--- config.mk ---
export PLATFORM = sky130hd
export DESIGN_NAME = fp_divider
export DESIGN_NICKNAME = d
export VERILOG_FILES = /design/src/rtl/fp_consts.sv /design/src/rtl/fp_mnts_div_step.sv /design/src/rtl/fp_divider.sv
export SDC_FILE = /design/constraint.sdc
export NUM_CORES = 1
export LEC_CHECK = 0
export BUFFER_PORTS_ARGS = -buffer_cell sky130_fd_sc_hd__buf_2
export CAP_MARGIN = 30
export CORE_MARGIN = 10
export CORE_UTILIZATION = 35
export DETAILED_ROUTE_END_ITERATION = 12
export PLACE_DENSITY = 0.54
export SLEW_MARGIN = 0
export SYNTH_ARGS = -nofsm -noshare
export SYNTH_HDL_FRONTEND = slang
export SYNTH_SLANG_ARGS = --single-unit
export TNS_END_PERCENT = 1
--- constraint.sdc ---
create_clock -name clk -period 6.1 [get_ports clk]
set_input_delay 0.61 -clock clk [delete_from_list [all_inputs] [get_ports clk]]
set_output_delay 0.61 -clock clk [all_outputs]
set_load 0.05 [all_outputs]
--- src/rtl/fp_consts.sv ---
// Shared binary32 constants, operand classification enum and classifier for the FP unit.
package fp_consts;
  localparam int EXP_W  = 8;
  localparam int MANT_W = 23;

  localparam logic [EXP_W-1:0] EXP_BIAS = 8'd127;
  localparam logic [EXP_W-1:0] EXP_ONES = 8'd255;

  localparam logic [31:0] QNAN      = 32'h7FC0_0000;
  localparam logic [31:0] POS_INF   = 32'h7F80_0000;
  localparam logic [31:0] NEG_INF   = 32'hFF80_0000;
  localparam logic [31:0] ZERO_WORD = 32'h0000_0000;

  typedef enum logic [1:0] {ZERO, NORMAL, INF, NAN} fp_class_t;

  // Denormals fall into ZERO: the unit flushes them.
  function automatic fp_class_t fp_classify(input logic [31:0] x);
    logic [EXP_W-1:0]  ex;
    logic [MANT_W-1:0] mt;
    ex = x[30:23];
    mt = x[MANT_W-1:0];
    if (ex == '0)            fp_classify = ZERO;
    else if (ex != EXP_ONES) fp_classify = NORMAL;
    else if (mt == '0)       fp_classify = INF;
    else                     fp_classify = NAN;
  endfunction
endpackage

--- src/rtl/fp_mnts_div_step.sv ---
// One restoring-division step on the 24-bit significands: compare, subtract, shift.
module fp_mnts_div_step
  import fp_consts::*;
(
  input  logic [MANT_W+1:0] rem,
  input  logic [MANT_W:0]   mb,
  output logic [MANT_W+1:0] rem_next,
  output logic              q_bit
);
  logic [MANT_W:0] diff;

  // The difference is always below mb, so it fits in 24 bits and the low bits suffice.
  always_comb begin
    q_bit    = (rem >= {1'b0, mb});
    diff     = q_bit ? (rem[MANT_W:0] - mb) : rem[MANT_W:0];
    rem_next = {diff, 1'b0};
  end
endmodule

--- src/rtl/fp_divider.sv ---
// Multi-cycle binary32 divider: one quotient bit per cycle, truncating, start/done handshake.
module fp_divider
  import fp_consts::*;
(
  input  logic        clk,
  input  logic        reset,
  input  logic        start,
  input  logic [31:0] a,
  input  logic [31:0] b,
  output logic        busy,
  output logic        done,
  output logic [31:0] result,
  output logic        overflow,
  output logic        underflow,
  output logic        div_by_zero
);
  localparam logic [2:0] IDLE     = 3'd0;
  localparam logic [2:0] CLASSIFY = 3'd1;
  localparam logic [2:0] DIVIDE   = 3'd2;
  localparam logic [2:0] NORM     = 3'd3;
  localparam logic [2:0] DONE     = 3'd4;
  localparam logic [4:0] LAST_STEP = 5'd24;

  logic [2:0]        state;
  logic [4:0]        cnt;
  logic [31:0]       a_r, b_r;
  logic              sign;
  logic [9:0]        e;
  logic [MANT_W+1:0] rem;
  logic [MANT_W:0]   mb;
  logic [MANT_W+1:0] q;

  fp_class_t   cls_a, cls_b;
  logic        special, spec_dbz;
  logic [31:0] spec_res;
  logic [9:0]  e_calc, e_adj;
  logic [MANT_W-1:0] frac;
  logic        ovf_n, unf_n;
  logic [31:0] norm_res;
  logic [MANT_W+1:0] rem_next;
  logic        q_bit;

  fp_mnts_div_step u_step (
    .rem      (rem),
    .mb       (mb),
    .rem_next (rem_next),
    .q_bit    (q_bit)
  );

  assign busy = (state != IDLE);
  assign done = (state == DONE);

  assign cls_a  = fp_classify(a_r);
  assign cls_b  = fp_classify(b_r);
  assign e_calc = {2'b00, a_r[30:23]} - {2'b00, b_r[30:23]} + {2'b00, EXP_BIAS};

  // Special-value resolution, in priority order.
  always_comb begin
    special  = 1'b1;
    spec_dbz = 1'b0;
    spec_res = ZERO_WORD;
    if (cls_a == NAN || cls_b == NAN)
      spec_res = QNAN;
    else if ((cls_a == ZERO && cls_b == ZERO) || (cls_a == INF && cls_b == INF))
      spec_res = QNAN;
    else if (cls_a == INF)
      spec_res = (a_r[31] ^ b_r[31]) ? NEG_INF : POS_INF;
    else if (cls_b == ZERO) begin
      spec_res = (a_r[31] ^ b_r[31]) ? NEG_INF : POS_INF;
      spec_dbz = 1'b1;
    end else if (cls_a == ZERO || cls_b == INF)
      spec_res = ZERO_WORD;
    else
      special = 1'b0;
  end

  // Quotient of two normals lies in (0.5, 2): at most a one-bit normalise shift.
  always_comb begin
    e_adj = q[MANT_W+1] ? e : (e - 10'd1);
    frac  = q[MANT_W+1] ? q[MANT_W:1] : q[MANT_W-1:0];
    ovf_n = ($signed(e_adj) >= $signed(10'd255));
    unf_n = ($signed(e_adj) <= $signed(10'd0));
    if (ovf_n)      norm_res = sign ? NEG_INF : POS_INF;
    else if (unf_n) norm_res = ZERO_WORD;
    else            norm_res = {sign, e_adj[EXP_W-1:0], frac};
  end

  always_ff @(posedge clk or posedge reset) begin
    if (reset) begin
      state       <= IDLE;
      cnt         <= '0;
      a_r         <= '0;
      b_r         <= '0;
      sign        <= 1'b0;
      e           <= '0;
      rem         <= '0;
      mb          <= '0;
      q           <= '0;
      result      <= ZERO_WORD;
      overflow    <= 1'b0;
      underflow   <= 1'b0;
      div_by_zero <= 1'b0;
    end else begin
      case (state)
        IDLE: if (start) begin
          a_r   <= a;
          b_r   <= b;
          state <= CLASSIFY;
        end
        CLASSIFY: begin
          sign <= a_r[31] ^ b_r[31];
          e    <= e_calc;
          rem  <= {2'b01, a_r[MANT_W-1:0]};
          mb   <= {1'b1, b_r[MANT_W-1:0]};
          q    <= '0;
          cnt  <= '0;
          if (special) begin
            result      <= spec_res;
            overflow    <= 1'b0;
            underflow   <= 1'b0;
            div_by_zero <= spec_dbz;
            state       <= DONE;
          end else begin
            state <= DIVIDE;
          end
        end
        DIVIDE: begin
          rem <= rem_next;
          q   <= {q[MANT_W:0], q_bit};
          if (cnt == LAST_STEP) begin
            cnt   <= '0;
            state <= NORM;
          end else begin
            cnt <= cnt + 5'd1;
          end
        end
        NORM: begin
          result      <= norm_res;
          overflow    <= ovf_n;
          underflow   <= unf_n;
          div_by_zero <= 1'b0;
          state       <= DONE;
        end
        DONE:    state <= IDLE;
        default: state <= IDLE;
      endcase
    end
  end
endmodule

Word level (Yosys, flattened, before mapping):

Index checks and enable logic that the tools add are counted.

* register bits: 192
* word-level logic and storage cells: 95

* magnitude comparators: 3
* multiplexer cells: 41
* bitwise operators: 1
* $add $sub $neg: 5
* reductions and logical operators: 18
* eq/ne operators: 14

Operators with widths (number)
* $mux W32: 9
* $pmux W25 S2: 2
* $pmux W32 S2: 1
* $logic_not A23 Y1: 2
* $ge A25 B24 Y1: 1
* $mux W24: 1
* $sub A24 B24 Y24: 1
* $mux W23: 1
* $logic_not A8 Y1: 2
* $ne A8 B8 Y1 const B: 2
* $mux W1: 13
* $pmux W3 S4: 1
* $add A9 B8 Y10 const B: 1
* $ge A10 B9 Y1 const B: 1
* $le A10 B1 Y1 const B: 1
* $mux W10: 1
* $pmux W5 S2: 1
* $sub A10 B1 Y10 const B: 1
* $mux W3: 3
* $sub A8 B8 Y9: 1
* $eq A2 B2 Y1 const B: 4
* $mux W2: 4
* $eq A3 B2 Y1 const B: 2
* $ne A2 B2 Y1 const B: 3
* 14 further kinds: 23

Depth between registers and ports, before layout:

Gate-level depths: netlist (run 1).

* depth in word-level cells: 13
* gate-level depth with buffers: 13
* depth with buffers taken out: 13

Hierarchy:

A second synthesis (run 1) with hierarchy kept.

* cell total of the unflattened synthesis: 1094
* area total of the unflattened synthesis: 10628.9 sq um

By module, submodules not included
* fp_divider: area each 8624.5 sq um, cells each 803, instances 1
* fp_mnts_div_step: area each 2004.4 sq um, cells each 291, instances 1

Least setup slack after synthesis (run 1):

Ideal clock, no wire load.

* path kind: register to register
* from: register rem[0]
* to: register rem[23]
* arrival time: 2.390 ns
* data required time: 5.964 ns
* slack: 3.573 ns
* cell stages (with the launch flop): 13
* clock period less this slack: 2.527 ns
* cell sequence: dfrtp_1 inv_1 ha_1 fa_1 nor2b_1 o21bai_1 a211oi_1 o21ai_0 o31ai_1 a41oi_1 xnor2_1 mux2i_1 a21oi_1

* longest elaborated chain between the ends: 3
* elaborated cells between the ends (all ways): 4

Ends and longest elaborated chain
* from (decl): RTL line fp_divider.sv:29 `logic [MANT_W+1:0] rem;`
* from (signal assigned): RTL line fp_divider.sv:113 `rem <= {2'b01, a_r[MANT_W-1:0]};`
* from (signal assigned): RTL line fp_divider.sv:128 `rem <= rem_next;`
* $sub A24 B24 Y24 / $ge A25 B24 Y1 (equally long branches): RTL line fp_mnts_div_step.sv:15, fp_mnts_div_step.sv:14
* $mux W24 (*): RTL line fp_mnts_div_step.sv:15 `diff = q_bit ? (rem[MANT_W:0] - mb) : rem[MANT_W:0];`
* $pmux W25 S2 (*): RTL line fp_divider.sv:104 `case (state)`

Every way passes the cells marked *; elsewhere a longest branch is shown, timed or not.
A chain may end at the register's enable or synchronous reset.

Worst setup path in the final report (run 1):

* from: register rem[17]
* to: register rem[12]

* longest elaborated chain between the ends: 3

Ends and longest elaborated chain
* $ge A25 B24 Y1: RTL line fp_mnts_div_step.sv:14 `q_bit = (rem >= {1'b0, mb});`
* $mux W24: RTL line fp_mnts_div_step.sv:15
* $pmux W25 S2: RTL line fp_divider.sv:104

Every way passes these cells.

==> results_dict.tcl, run 1 <==
set metrics [dict create \
    status "complete, no violations" \
    ios 104 \
    insertion_delay_ns 0.44 \
    timing.setup.tns_ns 0 \
    core.rowCount 61 \
    place_hpwl_mm 17.8 \
    r2r-end "rem[12]" \
    first_pass_iters 4 \
    cts_hold_buffers 0 \
    vias_per_cell 5.02 \
    grt_pass1_wl_mm 40.4 \
    place_ws_ns 2.62 \
    cts_setup_buffers 0 \
    dieArea_sq_um 35200 \
    finClkSkew_ns 0.0158 \
    synth.net_count 1095 \
    drcViolationCount 0 \
    num_vias 7384 \
    sequentialPowerShare_pct 30.9 \
    fin_crit_ns 3.52 \
    seq_area_frac_synth_pct 48.9 \
    cp-start-kind "register" \
    final.period_utilization_pct 57.7 \
    ff2ff_setup_slack_ns 2.58 \
    n_antenna_cell 0 \
    critPathMaxFanout 25 \
    switching_share_pct 45.2 \
    slew_violations 0 \
    detail_route.wl_per_cell_um 16.6 \
    hold_viol_final 0 \
    grtUsageTotal_pct 13.9 \
    drive_above_1_share_pct 20.1 \
    nets 1185 \
    rsz0062_at_grt "false" \
    drtIter0Drc 435 \
    syn-cell-area_sq_um 9830 \
    peakVddDrop_mv 0.235 \
    gp_congestion 0.853 \
    cts_inserted_buffers 17 \
    worstSetupEndpointType "register" \
    clk_path_buf_depth 2 \
    pwr_density_cell_nw_per_um2 628 \
    netlist_instances 990 \
    setup_viol 0 \
    cts.sinks 192 \
    coreArea_sq_um 27800 \
    p_sw_w 0.00323 \
    layout.area.seq_sq_um 4800 \
    syn_area_per_cell_sq_um 9.93 \
    ys_seq_elements 192 \
    gr-total-overflow 0 \
    crit_arrival_ns 3.80 \
    leakage_nw 5.04 \
    cts-resized-gates 0 \
    synthTopCellsByArea "dfrtp_1, mux2_2, o21ai_0" \
    grt_pass1_vias 7501 \
    synth_edf_count 0 \
    synth_top_area_cell "dfrtp_1" \
    power_frac_clock_pct 16.0 \
    worst_slew_pin_slew_ns 0.820 \
    layout_setup_ws_ns 2.58 \
    cts_tree "built" \
    antenna_found_initial 0 \
    grt_max_degree 101 \
    hold_class "input port to async pin" \
    p_int_w 0.00391 \
    synthArstFlopShare_pct 100 \
    die_x_um 188 \
    path_class "register to register" \
    utilization_pct 41.0 \
    drv_cap 0 \
    worstPathRequired_ns 6.38 \
    cts_max_level 4 \
    clk_pin_slew_ns 0.08 \
    multi_input_area_sq_um 4700 \
    p_comb_share_pct 53.1 \
    area_growth_pct 15.9 \
    post_synth_num_cell_types 61 \
    n_fill_cell 2810 \
    port_buffers 103 \
    reg2reg_depth 10 \
    ys.flop_type "dfrtp_1" \
    root_buffer "clkbuf_16" \
    drt-total-wl_mm 24.4 \
    ant_nets 0 \
    fmax_mhz 284 \
    synth_top_area_share_pct 48.9 \
    slew-limit-headroom_pct 45.1 \
    r2r-start "rem[17]" \
    start_util_pct 35.4 \
    yosys_warnings 0 \
    die_h_um 188 \
]
==> synthesized netlist by cell type, types with 3 or more instances <==
| cell type | number |
|---|---|
| mux2i_1 | 32 |
| a21oi_1 | 50 |
| ha_1 | 36 |
| nand2_1 | 145 |
| buf_1 | 6 |
| a211oi_1 | 3 |
| a21o_1 | 6 |
| o21ai_0 | 109 |
| o211ai_1 | 5 |
| nor4_1 | 17 |
| o21a_1 | 9 |
| inv_1 | 51 |
| nand4_1 | 10 |
| a31oi_1 | 10 |
| xor2_1 | 16 |
| o22ai_1 | 8 |
| a22o_1 | 25 |
| or3_1 | 4 |
| nor2b_1 | 10 |
| mux2_2 | 57 |
| dfrtp_1 | 192 |
| o31a_1 | 4 |
| nor3_1 | 7 |
| nor3b_1 | 3 |
| and3_1 | 8 |
| clkbuf_1 | 33 |
| and2_1 | 3 |
| nand2b_1 | 7 |
| o21ai_1 | 4 |
| o21bai_1 | 5 |
| o31ai_1 | 6 |
| xnor2_1 | 22 |
| nor2_1 | 39 |
| nand3_1 | 15 |
==> through the flow <==
stage	total power, W	cells	instance area [sq um]	hold WS, ns
floorplan	0.00512	990	9830	0.418
global placement	0.00601	1438	10800	0.436
detailed placement	0.00605	1439	10800	0.449
CTS	0.00723	1471	11400	0.154
global route	0.00781	1471	11400	0.161
finish	0.00715	1471	11400	0.157
==> cells in the final DEF (no fill, tap or decap), types with 15 or more instances in the layout <==
master,count
a21oi_1,50
a22o_1,25
buf_2,103
clkbuf_16,17
dfrtp_1,192
ha_1,36
inv_1,50
mux2_2,57
mux2i_1,32
nand2_1,145
nand3_1,15
nor2_1,37
nor4_1,17
o21ai_0,109
xnor2_1,22
xor2_1,16
==> how the worst max path moves through the flow <==
stage | start | end | slack, ns | depth (start not counted)
after floorplan | reset | a_r[0] | 0.26 | 1
after global placement | rem[19] | rem[12] | 2.70 | 10
after detailed placement | rem[17] | rem[12] | 2.62 | 10
after CTS | rem[17] | rem[12] | 2.59 | 10
after global routing | rem[19] | rem[12] | 2.35 | 10
final | rem[17] | rem[12] | 2.58 | 10
==> worst max-delay path, stage by stage (launching register included) <==
cell and delay, ns:
dfrtp_1 0.41, ha_1 0.40, nand4_1 0.23, or3_1 0.41, nor4_1 0.22, o21bai_1 0.14
a41oi_4 0.67, buf_4 0.37, mux2_2 0.36, nor2_1 0.09, a31oi_1 0.06
==> final cells by class <==
class                      instances  share of cell area, %
multi-input combinational        704                   41.3
sequential                       192                   42.2
tap                              378                   4.15
inverter                          52                   1.78
timing repair buffer             113                   5.36
clock inverter                    15                   1.51
clock buffer                      17                   3.74
==> cell families (layout without fill, tap and decap cells) <==
kind of cell             after synthesis  count (layout)  share of synthesized area [%]
AO/OA/AOI/OAI                        255             255                           15.8
XOR/XNOR                              38              38                           3.39
adder cells (fa/ha/maj)               38              38                           4.99
buffers and inverters                 94             197                           3.63
flip-flops                           192             192                           48.9
multiplexers                          89              89                           9.79
AND/OR/NAND/NOR                      284             284                           13.5
==> power groups by stage <==
stage / clock network (W) / registers, W / logic [W]
global placement: 0 / 0.00223 / 0.00379
detailed placement: 0 / 0.00224 / 0.00381
global route: 0.00124 / 0.00229 / 0.00428
CTS: 0.00118 / 0.00222 / 0.00383
floorplan: 0 / 0.00227 / 0.00286
finish: 0.00114 / 0.00221 / 0.00380
==> registers in the layout (all words and copies together), names as in the netlist, 5 cells and up <==
register	count
q	25
a_r	32
mb	24
result	32
e	10
rem	25
cnt	5
b_r	32
==> layer usage <==
metal	track usage, %	vias to the layer above	part of all wire, %
li1	-	3683	-
met1	18.8	3568	49
met2	21.8	114	46
met3	3.62	19	4.6
met4	3.35	0	1.1
met5	0	-	0
Power figures use the tool's default switching activity.
==> run 2: changes to the inputs <==
Settings changed: ABC_AREA set to 1, PLACE_DENSITY 0.54 to 0.52.
Clock period 6.1 ns to 3.5 ns, I/O delays scaled along.
==> run 2 against run 1 <==
Net effect: critical path depth up 2; cell area up 9.1%; synthesized cell count up 44%; final cell count up 31%; setup slack worse by 1.9 ns; total power up 89%; critical path type unchanged; sequential share of layout area down 3.5 points; maximum frequency up 27%; synthesized area up 11%; highest routed layer unchanged; wire length up 21%.
==> results_dict.tcl, run 2 <==
set metrics [dict create \
    grtUsageTotal_pct 15.7 \
    gr-total-overflow 0 \
    root_buffer "clkbuf_16" \
    grt_pass1_wl_mm 49.4 \
    num_vias 9375 \
    synth.most_common_cell "nand2_1" \
    peakVddDrop_mv 0.416 \
    port_buffers 103 \
    final.period_utilization_pct 79.2 \
    synthArstFlopShare_pct 100 \
    synthTopCellsByArea "dfrtp_1, nand2_1, inv_1" \
    yosys_warnings 0 \
    multi_input_area_sq_um 5050 \
    slew-limit-headroom_pct 38.9 \
    setup_viol 0 \
    hold_viol_final 0 \
    drtIter0Drc 649 \
    layout_commonest_cell "nand2_1" \
    area_growth_pct 14.3 \
    worst_slew_pin_slew_ns 0.911 \
    gp_congestion 0.885 \
    worstPathRequired_ns 3.87 \
    netlist_instances 1430 \
    slew_violations 0 \
    drcViolationCount 0 \
    fmax_mhz 361 \
    die_h_um 196 \
    leakage_nw 6.28 \
    vias_per_cell 4.87 \
    status "complete, no violations" \
    post_synth_num_cell_types 45 \
    ios 104 \
    drive_above_1_share_pct 13.1 \
    clk_pin_slew_ns 0.09 \
    ys.flop_type "dfrtp_1" \
    coreArea_sq_um 30600 \
    layout.area.seq_sq_um 4800 \
    pwr_density_cell_nw_per_um2 1090 \
    ant_nets 0 \
    cts_tree "built" \
    cp-start-kind "register" \
    worstSetupEndpointType "register" \
    drt-total-wl_mm 29.6 \
    drv_cap 0 \
    cts_max_level 4 \
    n_fill_cell 3269 \
    synth.net_count 1535 \
    mostFrequentLayoutCells "nand2_1, inv_1, dfrtp_1, nor2_1, buf_2" \
    clk_path_buf_depth 2 \
    utilization_pct 40.6 \
    dieArea_sq_um 38500 \
    path_class "register to register" \
    finClkSkew_ns 0.0241 \
    synth_edf_count 0 \
    cts_inserted_buffers 17 \
    syn-cell-area_sq_um 10900 \
    seq_area_frac_synth_pct 44.2 \
    cts.sinks 192 \
    synthTopCellsByCount "nand2_1, inv_1, dfrtp_1, nor2_1, nand3_1" \
    ys_seq_elements 192 \
    reg_top3 "a_r (32), b_r (32), result (32)" \
    crit_arrival_ns 3.15 \
    nets 1622 \
    rsz0062_at_grt "false" \
    grt_pass1_vias 9265 \
    core.rowCount 64 \
    detail_route.wl_per_cell_um 15.4 \
    synth_top_area_share_pct 44.2 \
    critPathMaxFanout 31 \
    hold_class "input port to register" \
    synth_top_area_cell "dfrtp_1" \
    first_pass_iters 5 \
    fin_crit_ns 2.77 \
    syn_area_per_cell_sq_um 7.60 \
    timing.setup.tns_ns 0 \
    n_antenna_cell 0 \
    place_hpwl_mm 22.4 \
    insertion_delay_ns 0.45 \
    die_x_um 196 \
    grt_max_degree 68 \
    start_util_pct 35.5 \
    antenna_found_initial 1 \
]
run 2: cell types whose count changed after synthesis, sizes merged, moves of 25 or more:
cell / previous run / this run
nand3: 15 / 100
nor2: 41 / 153
a22o: 25 / 0
inv: 51 / 206
mux2i: 32 / 0
a21oi: 50 / 97
nand2: 146 / 333
mux2: 57 / 12
run 2: per-layer routing:
layer | wire length, um | up-vias | track usage, %
li1 | - | 4784 | -
met1 | 15000 | 4378 | 22.0
met2 | 13100 | 194 | 24.4
met3 | 1230 | 19 | 2.92
met4 | 307 | 0 | 3.56
met5 | 0 | - | 0
run 2: final cells by class:
class	instances	share of cell area, %
clock buffers	18	3.54
clock inverters	14	1.48
inverters	208	6.31
multi-input cells	981	40.7
flip-flops and latches	192	38.7
well taps	396	3.99
repair buffers	117	5.32
run 2: kinds of logic after synthesis:
kind of cell,after synthesis,synth area share (%)
multiplexers,12,1.24
AND/OR/NAND/NOR,649,25.9
buffers and inverters,257,9.43
flip-flops,192,44.2
AO/OA/AOI/OAI,256,12.6
adder cells (fa/ha/maj),38,4.51
XOR/XNOR,26,2.10
run 2: metrics by stage:
stage | hold WS, ns | instance area [sq um] | instances | setup WS, ns | total power, W
finish | 0.138 | 12400 | 1926 | 0.727 | 0.0135
global route | 0.122 | 12400 | 1926 | 0.497 | 0.0150
CTS | 0.121 | 12400 | 1926 | 0.717 | 0.0137
detailed placement | 0.447 | 11800 | 1893 | 0.735 | 0.0115
global placement | 0.451 | 11800 | 1893 | 0.783 | 0.0115
floorplan | 0.426 | 10900 | 1430 | 0.674 | 0.00966
run 2: power by group:
group          switching (W)  internal (W)  leakage, nW
Combinational        0.00521       0.00261         3.64
Clock                0.00103       0.00106        0.304
Sequential          0.000562       0.00307         2.34
run 2: path summary, 6_finish.rpt:
kind                               from       to  slack [ns]  cells past startpoint
min in group asynchronous         reset     q[2]        0.51                      3
worst max register to register  rem[14]  rem[23]        0.73                     12
max in group asynchronous         reset   a_r[2]        2.17                      4
worst min-delay path               b[3]   b_r[3]        0.14                      2
worst min register to register   mb[23]   mb[23]        0.46                      2
worst max-delay path            rem[14]  rem[23]        0.73                     12
run 2: timing repair:
item	in CTS	in global routing
hold buffers	1	0
buffers inserted	0	0
gates resized for setup	0	0
hold endpoints to repair	18	0
run 2: critical path, stage by stage, from the launching register on:
cell	delay (ns)
dfrtp_1	0.41
ha_1	0.36
a21oi_1	0.24
o21ai_0	0.15
inv_1	0.08
nand2_1	0.10
a21oi_4	0.30
nand3_4	0.38
inv_2	0.35
nand2_1	0.08
nand2_1	0.06
inv_1	0.06
a21oi_1	0.11
